--- config.mk ---
export PLATFORM = sky130hd
export DESIGN_NAME = mem_ctrl
export DESIGN_NICKNAME = d
export VERILOG_FILES = /design/src/rtl/mem_ctrl.sv
export SDC_FILE = /design/constraint.sdc
export NUM_CORES = 1
export LEC_CHECK = 0
export BUFFER_PORTS_ARGS = -buffer_cell sky130_fd_sc_hd__buf_4
export CAP_MARGIN = 20
export CELL_PAD_IN_SITES_DETAIL_PLACEMENT = 1
export CELL_PAD_IN_SITES_GLOBAL_PLACEMENT = 1
export CORE_MARGIN = 8
export CORE_UTILIZATION = 27
export DETAILED_ROUTE_END_ITERATION = 10
export PLACE_DENSITY_LB_ADDON = 0.1
export SLEW_MARGIN = 20
export SYNTH_ARGS = -nofsm -noshare
export SYNTH_HDL_FRONTEND = slang
export SYNTH_SLANG_ARGS = --single-unit
--- constraint.sdc ---
create_clock -name clk -period 3.23 [get_ports clk]
set_input_delay 0.4845 -clock clk [delete_from_list [all_inputs] [get_ports clk]]
set_output_delay 0.4845 -clock clk [all_outputs]
set_load 0.05 [all_outputs]
--- src/rtl/mem_ctrl.sv ---
// mem_ctrl: byte-serial memory controller between the CPU pipeline and one
// 8-bit synchronous RAM port. It arbitrates instruction fetches (IF) against
// loads/stores (MEM), splits each access into byte transfers and returns
// zero-extended little-endian words. Stall is requested while any access
// is outstanding.
`timescale 1ns/1ps
module mem_ctrl (
  input  logic        clk,
  input  logic        rst,
  input  logic        if_req,
  input  logic [31:0] if_addr,
  output logic [31:0] if_data,
  output logic        if_done,
  input  logic        mem_req,
  input  logic        mem_we,
  input  logic [1:0]  mem_len,
  input  logic [31:0] mem_addr,
  input  logic [31:0] mem_wdata,
  output logic [31:0] mem_rdata,
  output logic        mem_done,
  output logic        stall_req,
  output logic [31:0] ram_a,
  output logic [7:0]  ram_dout,
  output logic        ram_wr,
  input  logic [7:0]  ram_din
);

  typedef enum logic [1:0] {IDLE, RD, WR, DONE} state_t;

  state_t      state;
  logic [31:0] base;       // latched start address of the access
  logic [31:0] wbuf;       // latched store data
  logic [31:0] rbuf;       // read assembly buffer, unused bytes stay zero
  logic [2:0]  n_bytes;    // access size in bytes: 1, 2 or 4
  logic [2:0]  cnt;        // clock edges elapsed since the request was accepted
  logic        owner_mem;  // 1 = access belongs to MEM stage, 0 = IF stage

  logic [2:0]  n_sel;      // decoded size of the pending MEM request
  logic [2:0]  step;       // index of the edge about to be taken (cnt + 1)
  logic [2:0]  cap_idx;    // byte lane captured from ram_din on this edge
  logic [31:0] step_addr;  // base + step, wraps modulo 2^32
  logic [7:0]  step_wbyte; // store byte issued on this edge
  logic [31:0] rbuf_merged;// read buffer with the arriving byte inserted

  // Stall the pipeline while either requester still waits for its done pulse.
  assign stall_req = (mem_req & ~mem_done) | (if_req & ~if_done);

  // Decode the MEM transfer size; 10 and 11 both mean a full word.
  always_comb begin
    n_sel = 3'd4;
    case (mem_len)
      2'b00:   n_sel = 3'd1;
      2'b01:   n_sel = 3'd2;
      default: n_sel = 3'd4;
    endcase
  end

  // Per-edge byte lane selection for address, store data and read capture.
  // A read byte addressed after edge k arrives on ram_din one cycle later and
  // is sampled on edge k+2, hence the capture lane trails the step by two.
  always_comb begin
    step      = cnt + 3'd1;
    cap_idx   = step - 3'd2;
    step_addr = base + {29'd0, step};

    step_wbyte = wbuf[7:0];
    case (step)
      3'd1:    step_wbyte = wbuf[15:8];
      3'd2:    step_wbyte = wbuf[23:16];
      3'd3:    step_wbyte = wbuf[31:24];
      default: step_wbyte = wbuf[7:0];
    endcase

    rbuf_merged = rbuf;
    case (cap_idx)
      3'd0:    rbuf_merged[7:0]   = ram_din;
      3'd1:    rbuf_merged[15:8]  = ram_din;
      3'd2:    rbuf_merged[23:16] = ram_din;
      3'd3:    rbuf_merged[31:24] = ram_din;
      default: rbuf_merged = rbuf;
    endcase
  end

  // Access FSM: arbitration, byte sequencing, RAM port and completion outputs.
  always_ff @(posedge clk or negedge rst) begin
    if (!rst) begin
      state     <= IDLE;
      base      <= 32'd0;
      wbuf      <= 32'd0;
      rbuf      <= 32'd0;
      n_bytes   <= 3'd4;
      cnt       <= 3'd0;
      owner_mem <= 1'b0;
      ram_a     <= 32'd0;
      ram_dout  <= 8'd0;
      ram_wr    <= 1'b0;
      if_data   <= 32'd0;
      if_done   <= 1'b0;
      mem_rdata <= 32'd0;
      mem_done  <= 1'b0;
    end else begin
      if_done  <= 1'b0;
      mem_done <= 1'b0;
      case (state)
        IDLE: begin
          ram_wr <= 1'b0;
          // MEM wins: its instruction is older than the one being fetched.
          if (mem_req) begin
            base      <= mem_addr;
            wbuf      <= mem_wdata;
            n_bytes   <= n_sel;
            owner_mem <= 1'b1;
            cnt       <= 3'd0;
            rbuf      <= 32'd0;
            ram_a     <= mem_addr;
            if (mem_we) begin
              ram_dout <= mem_wdata[7:0];
              ram_wr   <= 1'b1;
              state    <= WR;
            end else begin
              state <= RD;
            end
          end else if (if_req) begin
            base      <= if_addr;
            n_bytes   <= 3'd4;
            owner_mem <= 1'b0;
            cnt       <= 3'd0;
            rbuf      <= 32'd0;
            ram_a     <= if_addr;
            state     <= RD;
          end
        end

        RD: begin
          cnt <= step;
          if (step < n_bytes) begin
            ram_a <= step_addr;
          end
          if (step >= 3'd2) begin
            rbuf <= rbuf_merged;
          end
          if (step == n_bytes + 3'd1) begin
            state <= DONE;
            if (owner_mem) begin
              mem_rdata <= rbuf_merged;
              mem_done  <= 1'b1;
            end else begin
              if_data <= rbuf_merged;
              if_done <= 1'b1;
            end
          end
        end

        WR: begin
          cnt <= step;
          if (step < n_bytes) begin
            ram_a    <= step_addr;
            ram_dout <= step_wbyte;
            ram_wr   <= 1'b1;
          end else begin
            ram_wr   <= 1'b0;
            state    <= DONE;
            mem_done <= 1'b1;
          end
        end

        DONE: begin
          // Requests are ignored here so the requester can drop req in time.
          ram_wr <= 1'b0;
          state  <= IDLE;
        end

        default: begin
          ram_wr <= 1'b0;
          state  <= IDLE;
        end
      endcase
    end
  end

endmodule

==> impl_metrics.env, run 1 <==
export IMPL_status="finished, final reports clean"
export IMPL_holdCritStartpoint="mem_len[0]"
export IMPL_drc=0
export IMPL_critPathKind="reg -> reg"
export IMPL_io_pins=219
export IMPL_grt_setup_unrepaired="no"
export IMPL_instances_no_fill=1637
export IMPL_critPathMaxFanout=11
export IMPL_required_ps=3630
export IMPL_min_period_ps=2890
export IMPL_gp_congestion=0.755
export IMPL_powerDensity_mw_per_mm2=1260
export IMPL_leakagePower_nw=6.39
export IMPL_postCtsSetupBuffers=0
export IMPL_synth_seq_cells=212
export IMPL_hold_viol=0
export IMPL_synth_fp_nets=1012
export IMPL_coreArea_mm2=0.0375
export IMPL_gr_total_overflow=0
export IMPL_grt_first_pass_wirelength_um=54000
export IMPL_postSynth_asyncResetShare=1.00
export IMPL_cts_tree="done"
export IMPL_synthFlopType="dfrtp_1"
export IMPL_vias=7745
export IMPL_chipWidth_um=211
export IMPL_placedCellCount=1586
export IMPL_synthesis_area_mm2=0.0102
export IMPL_layout_nets=1235
export IMPL_drt_iter0_drc=296
export IMPL_crit_path_end_kind="flop"
export IMPL_hold_path_class="in -> reg"
export IMPL_netlist_instances=882
export IMPL_rows=71
export IMPL_synth_edf_count=0
export IMPL_setup_violations=0
export IMPL_r2r_start="cnt[0]"
export IMPL_antenna_found_initial=0
export IMPL_firstDrtPassIters=5
export IMPL_start_util=0.273
export IMPL_clock_sinks=212
export IMPL_area_growth_pct=31.8
export IMPL_peakVddDrop_uv=464
export IMPL_drt_wirelength_per_cell_um=21.2
export IMPL_synth_warnings=0
export IMPL_clkSlewWorstSetupHoldPaths_ps=60
export IMPL_crit_path_start="cnt[0]"
export IMPL_period_share=0.893
export IMPL_nFillCells=4129
export IMPL_cts_root_buffer="clkbuf_16"
export IMPL_worstSkewPairLatency_ps=550
export IMPL_vias_per_cell=4.73
export IMPL_start_kind="flop"
export IMPL_clock_path_buffers=3
export IMPL_multi_input_area_mm2=0.00459
export IMPL_ys_seq_area_frac=0.519
export IMPL_avgSynthCellArea_um2=11.6
export IMPL_h_tree_depth=1
export IMPL_cts_made_buffers=27
export IMPL_dpl_hpwl_um=25300
export IMPL_io_buffers=218
export IMPL_routed_wl_um=34700
export IMPL_grt_pass1_vias=8542
export IMPL_drv_slew=0
export IMPL_die_h_um=211
export IMPL_grt_start_max_net_pins=79
export IMPL_final_core_util=0.360
export IMPL_final_antenna_net_count=0
export IMPL_max_freq_ghz=0.347
export IMPL_grt_usage=0.155
export IMPL_synthDistinctLibCells=57
export IMPL_drv_cap=0
export IMPL_critPathArrivalTime_ps=3290
export IMPL_worst_pin_slew_ps=842
export IMPL_max_slew_margin=0.439
export IMPL_setup_tns_ps=0
export IMPL_seq_area_mm2=0.00531
export IMPL_antennaDiodeCount=0
export IMPL_drive_gt1_frac=0.383
export IMPL_die_area_mm2=0.0444
export IMPL_skew_ps=12.2
==> synth_stat cells, types with 3 or more instances <==
master / number / area share
o211ai_1: 4 / 0.0029
xor2_1: 21 / 0.018
a22oi_1: 8 / 0.0059
and3_1: 8 / 0.0049
o2bb2ai_1: 28 / 0.024
buf_2: 11 / 0.0054
a21oi_1: 34 / 0.017
mux2_2: 100 / 0.11
a21o_1: 6 / 0.0044
buf_6: 6 / 0.0066
or3_1: 3 / 0.0018
or2_2: 5 / 0.0031
dfrtp_1: 211 / 0.52
nor3_1: 9 / 0.0044
a2bb2oi_1: 5 / 0.0043
a22o_1: 3 / 0.0026
o311ai_0: 5 / 0.0043
nor4_1: 3 / 0.0018
nand4_1: 10 / 0.0061
ha_1: 18 / 0.022
mux2_4: 20 / 0.029
nand2_1: 79 / 0.029
and4_1: 3 / 0.0026
a222oi_1: 8 / 0.0078
o22ai_1: 3 / 0.0018
xnor2_1: 5 / 0.0043
inv_1: 23 / 0.0084
nor2_1: 24 / 0.0088
nor3b_1: 3 / 0.0022
nand3_1: 20 / 0.0098
clkbuf_1: 33 / 0.012
mux2i_1: 46 / 0.045
o21ai_0: 80 / 0.039
nand2b_1: 3 / 0.0018
and2_1: 4 / 0.0024
==> cell usage in the layout (no fill, tap or decap), drive strengths merged, types with 3 or more instances in the layout <==
cell type  synthesis  layout
a21o               6       6
a21oi             34      34
a222oi             8       8
a22o               3       3
a22oi              8       8
a2bb2oi            5       5
and2               4       4
and3               8       8
and4               3       3
buf               20     246
bufinv             0       3
clkbuf            33      33
clkinv             0      11
dfrtp            211     211
ha                18      18
inv               23      25
mux2             120     120
mux2i             46      46
nand2             79      79
nand2b             3       3
nand3             21      21
nand4             10      10
nor2              24      24
nor3              10      10
nor3b              3       3
nor4               4       4
o211ai             4       4
o21ai             82      82
o22ai              3       3
o2bb2ai           28      28
o311ai             5       5
or2                5       5
or3                3       3
xnor2              6       6
xor2              21      21
==> stage by stage <==
stage	total power [mW]	hold WS, ps	worst slack, ps	instance area [um2]
after global placement	14.0	465	372	12500
after detailed placement	14.1	474	310	12500
final	17.0	143	345	13500
after floorplan	10.8	189	687	10200
after CTS	17.4	105	279	13500
after global routing	18.2	135	51.2	13500
==> state kept, by name, summed over array words and instances (netlist names) <==
| register | flops |
|---|---|
| ram_dout | 8 |
| n_bytes | 3 |
| ram_a | 32 |
| cnt | 3 |
| mem_rdata | 32 |
| mem_done | 1 |
| if_done | 1 |
| owner_mem | 1 |
| wbuf | 32 |
| ram_wr | 1 |
| rbuf | 32 |
| state | 2 |
| if_data | 32 |
| base | 32 |
==> area by class of cell <==
type / instances / share of cell area
Timing Repair Buffer: 247 / 0.143
Inverter: 23 / 0.00640
Clock buffer: 33 / 0.0562
Clock inverter: 17 / 0.0132
Multi-Input combinational cell: 594 / 0.341
Sequential cell: 212 / 0.393
Tap cell: 511 / 0.0474
==> where the power goes <==
| group | internal [mW] | switching [mW] | leakage [nW] | total (mW) |
|---|---|---|---|---|
| sequential | 3.90 | 0.910 | 2.66 | 4.81 |
| combinational | 3.25 | 5.82 | 3.26 | 9.07 |
| clock | 1.91 | 1.25 | 0.471 | 3.16 |
| total | 9.06 | 7.98 | 6.39 | 17.0 |
==> critical path, cell delays in order (launching register included) <==
cell	delay, ps
dfrtp_1	450
inv_1	120
ha_1	390
inv_1	120
fa_1	440
nor2b_1	240
o21a_1	450
nand3_1	190
mux2i_1	190
o311ai_0	140
==> final timing paths <==
kind                       slack [ps]          end  cells after the start
max                               340    ram_a[20]                      9
min                               140   n_bytes[0]                      2
max reg2reg                       340    ram_a[20]                      9
min reg2reg                       490  ram_dout[5]                      2
max in group asynchronous        1870      rbuf[2]                      3
min in group asynchronous         510     ram_a[5]                      2
==> timing repair <==
action,CTS,global route
setup endpoints to repair,0,0
resized for setup,0,0
hold endpoints to repair,74,0
hold buffers,1,0
==> layer usage <==
metal | GRT usage | part of all wire
met5 | 0 | 0
met4 | 0.0331 | 0.018
met3 | 0.0364 | 0.048
met2 | 0.252 | 0.47
met1 | 0.207 | 0.46
==> cell families (layout without fill, tap and decap cells) <==
kind of cell	after synthesis	count (layout)	share of synthesized area
AO/OA/AOI/OAI	201	201	0.127
XOR/XNOR	27	27	0.0238
adder cells (fa/ha/maj)	19	19	0.0240
buffers and inverters	76	320	0.0340
flip-flops	212	212	0.519
multiplexers	166	166	0.184
AND/OR/NAND/NOR	181	181	0.0884
No activity file was read; power rests on OpenSTA's default activity.
==> inputs of run 2 (changes only) <==
PLACE_DENSITY = 0.61   (was not set)
PLACE_DENSITY_LB_ADDON = not set   (was 0.1)
==> run 2 against run 1 <==
Effect of this change: sequential power is essentially flat; die area is the same; sequential cell count is the same; core utilization shrank 0.067 points; global-route usage shrank 0.67 points; wire length shrank 3.2%; non-clock buffer count grew 2; combinational power shrank 0.8%; fmax shrank 3.7%; count of clock-buffer cells in the layout grew 7; critical path depth is the same; register-to-register slack lost 110 ps.
==> impl_metrics.env, run 2 (same netlist as run 1, synthesis figures left out) <==
export IMPL_status="finished, final reports clean"
export IMPL_chipWidth_um=211
export IMPL_leakagePower_nw=6.36
export IMPL_routed_wl_um=33500
export IMPL_instances_no_fill=1637
export IMPL_io_buffers=218
export IMPL_critPathKind="reg -> reg"
export IMPL_clkSlewWorstSetupHoldPaths_ps=60
export IMPL_crit_path_start="cnt[0]"
export IMPL_cts_made_buffers=26
export IMPL_setup_tns_ps=0
export IMPL_die_area_mm2=0.0444
export IMPL_period_share=0.928
export IMPL_drt_wirelength_per_cell_um=20.5
export IMPL_antennaDiodeCount=0
export IMPL_io_pins=219
export IMPL_power_mw=16.8
export IMPL_layout_common_cells="buf_4, dfrtp_1, mux2_2"
export IMPL_gp_congestion=0.741
export IMPL_cts_root_buffer="clkbuf_16"
export IMPL_area_growth_pct=31.6
export IMPL_powerDensity_mw_per_mm2=1250
export IMPL_max_slew_margin=0.404
export IMPL_required_ps=3670
export IMPL_worstSkewPairLatency_ps=530
export IMPL_drc=0
export IMPL_holdWs_ps=159
export IMPL_grt_pass1_vias=8672
export IMPL_mostFrequentLayoutCell="buf_4"
export IMPL_drt_iter0_drc=322
export IMPL_antenna_found_initial=0
export IMPL_rows=71
export IMPL_h_tree_depth=1
export IMPL_coreArea_mm2=0.0375
export IMPL_start_util=0.273
export IMPL_min_period_ps=3000
export IMPL_final_area_mm2=0.0135
export IMPL_worst_slack_ps=233
export IMPL_max_freq_ghz=0.334
export IMPL_drv_cap=0
export IMPL_holdCritStartpoint="mem_len[0]"
export IMPL_skew_ps=9.54
export IMPL_grt_setup_unrepaired="no"
export IMPL_grt_first_pass_wirelength_um=52400
export IMPL_setup_violations=0
export IMPL_placedCellCount=1588
export IMPL_peakVddDrop_uv=614
export IMPL_critPathArrivalTime_ps=3440
export IMPL_start_kind="flop"
export IMPL_hold_path_class="in -> reg"
export IMPL_crit_path_end_kind="flop"
export IMPL_placed_cell_area_mm2=0.0126
export IMPL_critPathMaxFanout=7
export IMPL_r2r_start="cnt[0]"
export IMPL_final_antenna_net_count=0
export IMPL_layout_nets=1236
export IMPL_grt_start_max_net_pins=88
export IMPL_gr_total_overflow=0
export IMPL_hold_viol=0
export IMPL_final_core_util=0.359
export IMPL_worst_pin_slew_ps=891
export IMPL_dpl_hpwl_um=24600
export IMPL_firstDrtPassIters=4
export IMPL_clock_path_buffers=3
export IMPL_grt_usage=0.148
export IMPL_die_h_um=211
export IMPL_vias_per_cell=4.77
export IMPL_cts_tree="done"
export IMPL_nFillCells=4154
export IMPL_drv_slew=0
export IMPL_post_place_ws_ps=208
export IMPL_clock_sinks=212
export IMPL_drive_gt1_frac=0.378
export IMPL_vias=7809
[run 2: cell types whose count changed in the layout (fill, tap and decap cells not counted), moves of 2 or more]
| cell | before | now |
|---|---|---|
| buf_4 | 240 | 242 |
| inv_6 | 2 | 0 |
| clkbuf_1 | 0 | 6 |
| clkinv_2 | 9 | 4 |
[run 2: cell type report]
type	count	area, um2	share of cell area
sequential	212	5310	0.394
multi-input combinational	594	4600	0.342
clock buffer	40	795	0.0590
timing repair buffer	249	1940	0.144
inverter	23	86.3	0.00641
clock inverter	8	96.3	0.00716
tap	511	639	0.0475
[run 2: routing by layer]
metal	global-route usage	routed length [um]
met3	0.0325	1770
met1	0.189	14600
met4	0.0338	670
met5	0	0
met2	0.253	16500
[run 2: critical path: stages (launching register included)]
cell and delay (ps):
dfrtp_1 450, inv_1 140, ha_1 450, inv_1 150
fa_1 450, nor2b_1 220, o2111ai_1 340, o31a_1 360
a22o_1 190, o21ai_0 160
[run 2: path summary, 6_finish.rpt]
check | endpoint | slack, ps | cells past startpoint
worst max-delay path | ram_a[10] | 230 | 9
worst min-delay path | n_bytes[0] | 160 | 2
worst max register to register | ram_a[10] | 230 | 9
worst min register to register | ram_dout[3] | 480 | 2
max in group asynchronous | wbuf[6] | 1870 | 3
min in group asynchronous | ram_a[13] | 530 | 2
[run 2: timing repair]
item | in CTS | in global routing
resized for setup | 0 | 1
hold buffers | 0 | 1
endpoints found under the hold margin | 0 | 2
setup buffers | 0 | 0
setup endpoints to repair | 0 | 3
[run 2: power by group]
group / switching [mW] / total [mW] / internal [mW]
clock: 1.18 / 3.03 / 1.85
sequential: 0.902 / 4.81 / 3.90
combinational: 5.75 / 9.00 / 3.25
total: 7.83 / 16.8 / 9.00
